`src/rtl/regfile_wb_arbiter_pkg.sv`:
```
// Shared register-file constants used by the write-back arbiter,
// the register file and decode.
package regfile_wb_arbiter_pkg;

  // Register address and data widths of the architectural register file.
  localparam int RF_AW = 5;
  localparam int RF_DW = 32;

  // Register 0 is hard-wired to zero; writes to it are discarded.
  localparam logic [RF_AW-1:0] ZERO_REG = '0;

  // Width of an index into n requesters (at least one bit).
  function automatic int idx_width(input int n);
    return (n > 1) ? $clog2(n) : 1;
  endfunction

endpackage

```
`src/rtl/regfile_wb_arbiter_rr_pick.sv`:
```
// Combinational round-robin priority picker. Searches upward from ptr,
// wrapping modulo NREQ, and returns the first set request as a one-hot
// grant plus its encoded index. Reusable for any shared-resource arbiter.
module regfile_wb_arbiter_rr_pick
  import regfile_wb_arbiter_pkg::*;
#(
  parameter int NREQ = 3,
  parameter int PW   = idx_width(NREQ)
) (
  input  logic [NREQ-1:0] req,
  input  logic [PW-1:0]   ptr,
  output logic [NREQ-1:0] grant,
  output logic [PW-1:0]   idx,
  output logic            any
);

  // Requests at or above the pointer; these win over the wrapped-around ones.
  logic [NREQ-1:0] masked;
  logic [NREQ-1:0] search;

  genvar gi;
  generate
    for (gi = 0; gi < NREQ; gi++) begin : g_mask
      localparam logic [PW-1:0] GI = PW'(gi);
      assign masked[gi] = req[gi] & (GI >= ptr);
    end
  endgenerate

  // Fall back to the full vector when nothing sits at or above the pointer,
  // which is exactly the wrap-around case.
  assign search = (|masked) ? masked : req;
  assign any    = |req;

  // Lowest set bit of the selected search vector.
  always_comb begin
    grant = '0;
    idx   = '0;
    for (int i = NREQ - 1; i >= 0; i--) begin
      if (search[i]) begin
        grant    = '0;
        grant[i] = 1'b1;
        idx      = PW'(i);
      end
    end
  end

endmodule

```
`src/rtl/regfile_wb_arbiter.sv`:
```
// Write-back arbiter: shares the register file's single write port among
// NREQ requesters with round-robin priority and a valid/ready handshake.
// The write is registered one cycle after the grant; writes to register 0
// are accepted but never reach the register file.
module regfile_wb_arbiter
  import regfile_wb_arbiter_pkg::*;
#(
  parameter int NREQ = 3,
  parameter int AW   = RF_AW,
  parameter int DW   = RF_DW
) (
  input  logic             clk,
  input  logic             rst,
  input  logic             hold,
  input  logic [NREQ-1:0]    req_valid,
  input  logic [NREQ*AW-1:0] req_addr,
  input  logic [NREQ*DW-1:0] req_data,
  output logic [NREQ-1:0]  req_ready,
  output logic             we,
  output logic [AW-1:0]    waddr,
  output logic [DW-1:0]    wdata,
  output logic             wb_busy
);

  localparam int PW = idx_width(NREQ);
  localparam logic [PW-1:0] LAST = PW'(NREQ - 1);

  logic [PW-1:0]   ptr_reg;
  logic [PW-1:0]   ptr_next;
  logic            we_reg;
  logic            we_next;
  logic [AW-1:0]   waddr_reg;
  logic [AW-1:0]   waddr_next;
  logic [DW-1:0]   wdata_reg;
  logic [DW-1:0]   wdata_next;

  logic [NREQ-1:0] pick_grant;
  logic [PW-1:0]   pick_idx;
  logic            pick_any;
  logic            blocked;
  logic            fire;
  logic [AW-1:0]   sel_addr;
  logic [DW-1:0]   sel_data;

  // Per-requester slices of the flat address/data buses.
  logic [AW-1:0]   addr_arr [NREQ];
  logic [DW-1:0]   data_arr [NREQ];

  genvar gi;
  generate
    for (gi = 0; gi < NREQ; gi++) begin : g_slice
      assign addr_arr[gi] = req_addr[gi*AW +: AW];
      assign data_arr[gi] = req_data[gi*DW +: DW];
    end
  endgenerate

  regfile_wb_arbiter_rr_pick #(
    .NREQ (NREQ),
    .PW   (PW)
  ) u_pick (
    .req   (req_valid),
    .ptr   (ptr_reg),
    .grant (pick_grant),
    .idx   (pick_idx),
    .any   (pick_any)
  );

  // Reset and hold both suppress every grant in the current cycle.
  assign blocked   = rst | hold;
  assign req_ready = blocked ? '0 : pick_grant;
  assign fire      = pick_any & ~blocked;
  assign wb_busy   = (|req_valid) & ~(|(req_valid & req_ready));

  // One-hot AND-OR mux of the granted requester's address and data.
  always_comb begin
    sel_addr = '0;
    sel_data = '0;
    for (int i = 0; i < NREQ; i++) begin
      if (pick_grant[i]) begin
        sel_addr = sel_addr | addr_arr[i];
        sel_data = sel_data | data_arr[i];
      end
    end
  end

  // Next pointer, write strobe and write payload; register-0 writes are
  // consumed without asserting we, and the payload holds when nothing writes.
  always_comb begin
    ptr_next   = ptr_reg;
    we_next    = 1'b0;
    waddr_next = waddr_reg;
    wdata_next = wdata_reg;
    if (fire) begin
      ptr_next = (pick_idx == LAST) ? '0 : pick_idx + 1'b1;
      if (sel_addr != AW'(ZERO_REG)) begin
        we_next    = 1'b1;
        waddr_next = sel_addr;
        wdata_next = sel_data;
      end
    end
  end

  // Pointer and write-port registers.
  always_ff @(posedge clk) begin
    if (rst) begin
      ptr_reg   <= '0;
      we_reg    <= 1'b0;
      waddr_reg <= '0;
      wdata_reg <= '0;
    end else begin
      ptr_reg   <= ptr_next;
      we_reg    <= we_next;
      waddr_reg <= waddr_next;
      wdata_reg <= wdata_next;
    end
  end

  assign we    = we_reg;
  assign waddr = waddr_reg;
  assign wdata = wdata_reg;

endmodule

```
`config.mk`:
```
export PLATFORM = sky130hd
export DESIGN_NAME = regfile_wb_arbiter
export DESIGN_NICKNAME = d
export VERILOG_FILES = /design/src/rtl/regfile_wb_arbiter_pkg.sv /design/src/rtl/regfile_wb_arbiter_rr_pick.sv /design/src/rtl/regfile_wb_arbiter.sv
export SDC_FILE = /design/constraint.sdc
export NUM_CORES = 1
export LEC_CHECK = 0
export CAP_MARGIN = 20
export CORE_ASPECT_RATIO = 1.4
export CORE_MARGIN = 2
export CORE_UTILIZATION = 31
export CTS_CLUSTER_DIAMETER = 100
export CTS_CLUSTER_SIZE = 40
export DETAILED_ROUTE_END_ITERATION = 12
export GPL_TIMING_DRIVEN = 0
export PLACE_DENSITY = 0.83
export SKIP_LAST_GASP = 1
export SYNTH_ARGS = -nofsm -noshare
export SYNTH_HDL_FRONTEND = slang
export SYNTH_SLANG_ARGS = --single-unit
export TNS_END_PERCENT = 10
```
`constraint.sdc`:
```
create_clock -name clk -period 2.5 [get_ports clk]
set_clock_uncertainty 0.05 [all_clocks]
set_input_delay 0.5 -clock clk [delete_from_list [all_inputs] [get_ports clk]]
set_output_delay 0.5 -clock clk [all_outputs]
set_load 0.005 [all_outputs]
```
==> metrics.txt, run 1 <==
vias in the first global route=2897; HP Class=reg2reg; Worst Path Required=2.63 ns; syn_nets=377; setup violators final=0; Max transition margin=43.3%; PortBufs=156; Die X=75.2 um; GRT overflow=0; Synth Register Bits=40; Placed Instances=511; FMAX=between 0.4 and 0.5 GHz; setup slack after layout=0.0215 ns; Post-Syn Area=2200 um^2; pwr dens=452 nW/um^2; number of synthesized flops with an enable pin=0; final period utilization=99.1%; GR Util All Layers=roughly 23%; CP Cell Sequence=clkdlybuf4s15_2, and3b_1, a211oi_4, buf_6, buf_4, a222oi_1, buf_4, nand4_2, buf_4, buf_6, a32o_1; CP peak stage delay=0.40 ns; Warnings, synthesis=0; Hold Fails Final Rpt=0; number of fill cells=around 640; vias=between 2000 and 3000; sequential area share after synthesis=approximately 36%; GPL Wtd Cong=0.820; core area=about 7000 um^2; TritonCTS clock tree=built; crit-path most repeated cell=buf_4; final net count=557; worst-path maximum fanout=10; critical path arrival=2.61 ns; worst skew pair latency=0.29 ns; Place WS=-1.31 ns; setup TNS=0 ns; Netlist cell types=37; clk slew on worst S/H paths=around 0.08 ns; Via density=5.33; share of cells above drive strength 1=between 10% and 20%; clk root buf=clkbuf_8; starting density of the core=31.7%; antenna violations before repair=0; Area growth syn-to-layout=91.6%; MaxCap Viol Count=0; CP Class=in2reg; hpwl dp=6570 um; Critical-path top delay cell=a222oi_1; H-tree levels=2; fin crit period=2.48 ns; Pre-antenna DRT Iters=6; Buf/Inv on CP=6; WL final=8910 um; TritonCTS Buffers=5; I/O pin cnt=159; Leak=1.56 nW; detailed-route wire length per cell=16.6 um; Slew Viols, Final=0; CP startpoint kind=input pin; Critical Path End Type=register; post-synthesis cell count=260; maximum VDD drop=0.330 mV; die height=104 um; clock tree sinks=40; first-pass GRT wire length=13900 um; Post-DRT Antenna Nets=0; status=finished, final reports clean; Worst Tran Pin Value=0.844 ns; FFs w/ async S/R, synth=0%; clk buf depth=2; Avg Cell Area, Syn=8.45 um^2; Crit path max-delay family=buffers and inverters; Die ar.=between 7000 and 8000 um^2; Initial DRC Count=132; largest net degree at the start of global routing=13; fin cells=536; ys flop type=dfxtp_1; number of flip-flops in the largest register=32; Rows=36; DRC violations left=0; # diodes=0; RSZ-0062 raised after global routing=true
[cells by family after synthesis]
| family | share of synthesized area, % |
|---|---|
| compound gates | 42.8 |
| flops | 36.4 |
| buf+inv | 7.29 |
| mux | 0.512 |
| simple gates | 13.0 |
[layout by cell type, fill, tap and decap left out, types with 5 or more instances in the layout]
| cell | instances |
|---|---|
| a222oi_1 | 5 |
| a22oi_1 | 32 |
| nor2_1 | 8 |
| dfxtp_1 | 38 |
| clkbuf_1 | 12 |
| buf_4 | 19 |
| a32o_1 | 32 |
| nand2_1 | 38 |
| clkdlybuf4s50_1 | 150 |
| a21oi_1 | 38 |
| buf_6 | 7 |
| clkbuf_8 | 7 |
[path summary, 6_finish.rpt]
check	start	endpoint	slack, ns	cells after the start
setup / recovery	req_valid[2]	wdata[13]$_SDFFE_PP0P_	0.02	11
hold / removal	waddr[4]$_SDFFE_PP0P_	waddr[4]$_SDFFE_PP0P_	0.43	2
setup reg to reg	ptr_reg[1]$_SDFFE_PP0P_	wdata[13]$_SDFFE_PP0P_	0.08	9
hold reg to reg	waddr[4]$_SDFFE_PP0P_	waddr[4]$_SDFFE_PP0P_	0.43	2
[repair_timing]
item                       in CTS  in global routing
gates resized for setup        33                  5
buffers inserted               15                  2
pin swaps                       7                  2
hold buffers                    0                  0
setup endpoints to repair      40                 33
[per-stage QoR]
step                      power (mW)  hold slack [ns]  utilization (%)  area [um^2]
after floorplan                0.969            0.408                -         2200
after global placement          1.32            0.402             55.9         3880
after detailed placement        1.33            0.416             55.9         3880
after CTS                       1.90            0.428             60.3         4180
after global routing            1.99            0.441             60.7         4210
final                           1.90            0.435             60.7         4210
[where the power goes]
group / switching [mW] / total, mW / internal (mW)
Combinational: 0.252 / 0.657 / 0.405
Sequential: 0.0320 / 0.725 / 0.693
Clock: 0.224 / 0.521 / 0.296
[synth_stat cells (2+ instances only)]
cell,number,area share (%)
nand2_1,38,6.5
a211oi_1,2,0.68
a22oi_1,32,11
o21ai_1,3,0.68
buf_6,3,1.5
a31o_2,2,0.80
a222oi_1,5,2.3
buf_2,2,0.46
nor2_1,9,1.5
o311a_1,2,0.91
inv_1,4,0.68
nand4_1,3,0.85
nor3_1,2,0.46
buf_1,3,0.51
buf_4,4,1.4
and2_1,3,0.85
or2_2,2,0.57
a211o_1,2,0.80
clkbuf_1,14,2.4
a32o_1,32,15
a21oi_1,38,8.7
dfxtp_1,40,36
[metal layers]
layer  wire [um]  GRT usage, %
met5           0             0
met4         184          6.77
met3         482          4.38
met2        4690          40.3
met1        3550          26.3
[cell type report]
cell class                      count  area, um^2  area share, %
Tap cell                           95         119           2.82
Timing Repair Buffer              173        1700           40.3
Multi-Input combinational cell    188        1260           30.1
Inverter                            6        22.5          0.535
Sequential cell                    40         803           19.1
Clock buffer                        6        72.6           1.72
Buffer                             26         196           4.67
Clock inverter                      2        35.0          0.832
[worst register-to-register path, cell delays in order (launching register included)]
cell      delay, ns
dfxtp_2        0.37
nor2b_2        0.18
o31a_1         0.31
buf_6          0.14
a222oi_1       0.42
buf_4          0.20
nand4_2        0.11
buf_4          0.18
buf_6          0.13
a32o_1         0.22
No activity file was read; power rests on OpenSTA's default activity.
==> inputs of run 2 (changes only) <==
--- a/config.mk
+++ b/config.mk
@@ -10,3 +10,3 @@
 export CORE_MARGIN = 2
-export CORE_UTILIZATION = 31
+export CORE_UTILIZATION = 33
 export CTS_CLUSTER_DIAMETER = 100
@@ -15,3 +15,4 @@
 export GPL_TIMING_DRIVEN = 0
-export PLACE_DENSITY = 0.83
+export HOLD_SLACK_MARGIN = 0.03
+export PLACE_DENSITY = 0.84
 export SKIP_LAST_GASP = 1
@@ -19,2 +20,3 @@
 export SYNTH_HDL_FRONTEND = slang
+export SYNTH_HIERARCHICAL = 1
 export SYNTH_SLANG_ARGS = --single-unit
==> constraint.sdc (replaced) <==
create_clock -name clk -period 2.5 [get_ports clk]
set_clock_uncertainty 0.05 [all_clocks]
set_input_delay 0.25 -clock clk [delete_from_list [all_inputs] [get_ports clk]]
set_output_delay 0.25 -clock clk [all_outputs]
set_load 0.005 [all_outputs]
==> metrics.txt, run 2 <==
FF-to-FF End=wdata[21]$_SDFFE_PP0P_; core area=7270 um^2; final net count=roughly 570; # diodes=0; synth top area cells=dfxtp_1, a222oi_1, a211oi_2; Netlist cell types=27; I/O pin cnt=159; Via density=5.40; top cell type's share of synthesized area=32.7%; number of synthesized flops with an enable pin=0; antenna violations before repair=0; Worst Path Required=around 2.6 ns; final period utilization=a little over nine tenths; WL final=between 9000 and 10000 um; setup violators final=0; worst skew pair latency=0.28 ns; maximum VDD drop=between 0.2 and 0.3 mV; GR Util All Layers=22.0%; Slew Viols, Final=0; Max transition margin=54.3%; GPL Wtd Cong=around 0.9; Post-synth top cells=nand2_1, a21oi_1, dfxtp_1; hpwl dp=7030 um; uppermost layer routed=met4; vias in the first global route=3086; Leak=about 1.6 nW; wire length on met2=4780 um; syn_nets=about 410; DRC violations left=0; Die X=76.8 um; FFs w/ async S/R, synth=0%; most frequent cells in the layout=clkdlybuf4s50_1, nand2_1, a21oi_1; Final Util=59.9%; GRT overflow=0; Pre-antenna DRT Iters=8; TritonCTS Buffers=5; worst-path maximum fanout=10; TritonCTS clock tree=built; starting density of the core=about a third; CP Class=reg2reg; clk slew on worst S/H paths=about 0.08 ns; most common cell after layout, fill and taps aside=clkdlybuf4s50_1; MaxCap Viol Count=0; Worst Tran Pin Value=0.685 ns; detailed-route wire length per cell=16.4 um; Min-Delay Startpoint=wdata[4]$_SDFFE_PP0P_; critical path arrival=roughly 2.5 ns; Post-DRT Antenna Nets=0; CP startpoint kind=register; status=finished, final reports clean; post-synthesis cell count=288; R2R setup slack=roughly 0.11 ns; first-pass GRT wire length=14600 um; fin crit period=roughly 2.4 ns; wire length on met3=558 um; cell with the most instances after synthesis=nand2_1; PortBufs=about 160; number of flip-flops in the largest register=32; Area growth syn-to-layout=77.9%; clk root buf=clkbuf_8; Critical Path End Type=register; RSZ-0062 raised after global routing=true; Pwr Total=around 2.0 mW; largest net degree at the start of global routing=13; M1 wire length=3500 um; die height=106 um; Initial DRC Count=294; ys flop type=dfxtp_1; Rows=37; Synth Register Bits=40; worst reg-to-reg path cell count=9; Synth area leader=dfxtp_1; FMAX=0.419 GHz; sequential area share after synthesis=32.7%; H-tree levels=2; clock tree sinks=40; number of fill cells=~670; launch point of the worst reg-to-reg path=ptr_reg[0]$_SDFFE_PP0P_; Avg Cell Area, Syn=8.50 um^2; pwr dens=around 450 nW/um^2; Warnings, synthesis=6; hold depth=2; Die ar.=8130 um^2; Hold-fix buffers, CTS=0; Min Hold Slack=between 0.4 and 0.5 ns; Hold Fails Final Rpt=0; HP Class=reg2reg; vias=2996; share of cells above drive strength 1=14.0%; Hold Path End=wdata[4]$_SDFFE_PP0P_; clk buf depth=2; Post-Syn Area=2450 um^2
[run 2: cell types whose count changed after synthesis, sizes merged, moves of 3 or more]
cell | before | now
inv | 5 | 37
nor2 | 9 | 3
a222oi | 5 | 37
nand4 | 4 | 0
nand2 | 38 | 41
a211oi | 2 | 37
clkbuf | 14 | 11
a22oi | 32 | 0
buf | 12 | 23
a32o | 32 | 0
[run 2: cells by family after synthesis]
logic type      synth area share [%]
compound gates                  42.7
buf+inv                         14.4
simple gates                    10.3
flops                           32.7
[run 2: worst max path at each step]
stage,to,start
after detailed placement,wdata[31]$_SDFFE_PP0P_,req_valid[1]
after CTS,wdata[31]$_SDFFE_PP0P_,ptr_reg[0]$_SDFFE_PP0P_
after floorplan,waddr[4]$_SDFFE_PP0P_,ptr_reg[0]$_SDFFE_PP0P_
final,wdata[21]$_SDFFE_PP0P_,ptr_reg[0]$_SDFFE_PP0P_
after global placement,wdata[22]$_SDFFE_PP0P_,req_valid[1]
after global routing,wdata[22]$_SDFFE_PP0P_,ptr_reg[0]$_SDFFE_PP0P_
[run 2: critical path, stage by stage, from the launching register on]
cell,delay [ns]
dfxtp_2,0.35
nor3b_1,0.14
o31a_1,0.34
buf_4,0.20
a222oi_1,0.36
and4_4,0.30
a21o_1,0.13
buf_6,0.14
buf_8,0.16
a211oi_2,0.08
[run 2: timing repair]
item                       4_1_cts  5_1_grt
pin swaps                        1        1
setup buffers                    2        2
setup endpoints to repair       41       33
gates resized for setup          6       13
[run 2: metal layers]
layer / vias to the layer above / track usage, %
met5: - / 0
met4: 0 / 9.61
met3: 19 / 3.65
met2: 122 / 41.4
met1: 1439 / 24.0
li1: 1416 / -
[run 2: area by class of cell]
class | instances | area, um^2 | share of cell area, %
well taps | 97 | 121 | 2.79
clock buffers | 7 | 96.3 | 2.21
clock inverters | 1 | 30.0 | 0.689
repair buffers | 162 | 1630 | 37.4
flip-flops and latches | 40 | 803 | 18.4
inverters | 37 | 139 | 3.19
multi-input cells | 177 | 1300 | 29.8
plain buffers | 34 | 239 | 5.49
[run 2: per-stage QoR]
stage               TNS, ns  cells  cell area (um^2)  setup WS, ns
floorplan                 0    288              2450         0.351
global placement     -16.90    543              4150        -0.472
detailed placement   -19.12    543              4150        -0.533
CTS                       0    553              4290        0.0230
global route        -0.0240    555              4360       -0.0103
finish                    0    555              4360         0.115
[run 2: where the power goes]
group          internal, mW  total (mW)  leakage [nW]  switching [mW]
Sequential            0.687       0.713         0.330          0.0258
Combinational         0.407       0.693          1.17           0.286
Clock                 0.352       0.575        0.0645           0.222
Total                  1.45        1.98          1.56           0.534
==> inputs of run 3 (changes only) <==
- CAP_MARGIN: 20 -> unset
==> results of run 3 <==
Same layout as run 2: the final DEF is identical, and so are final timing and power.
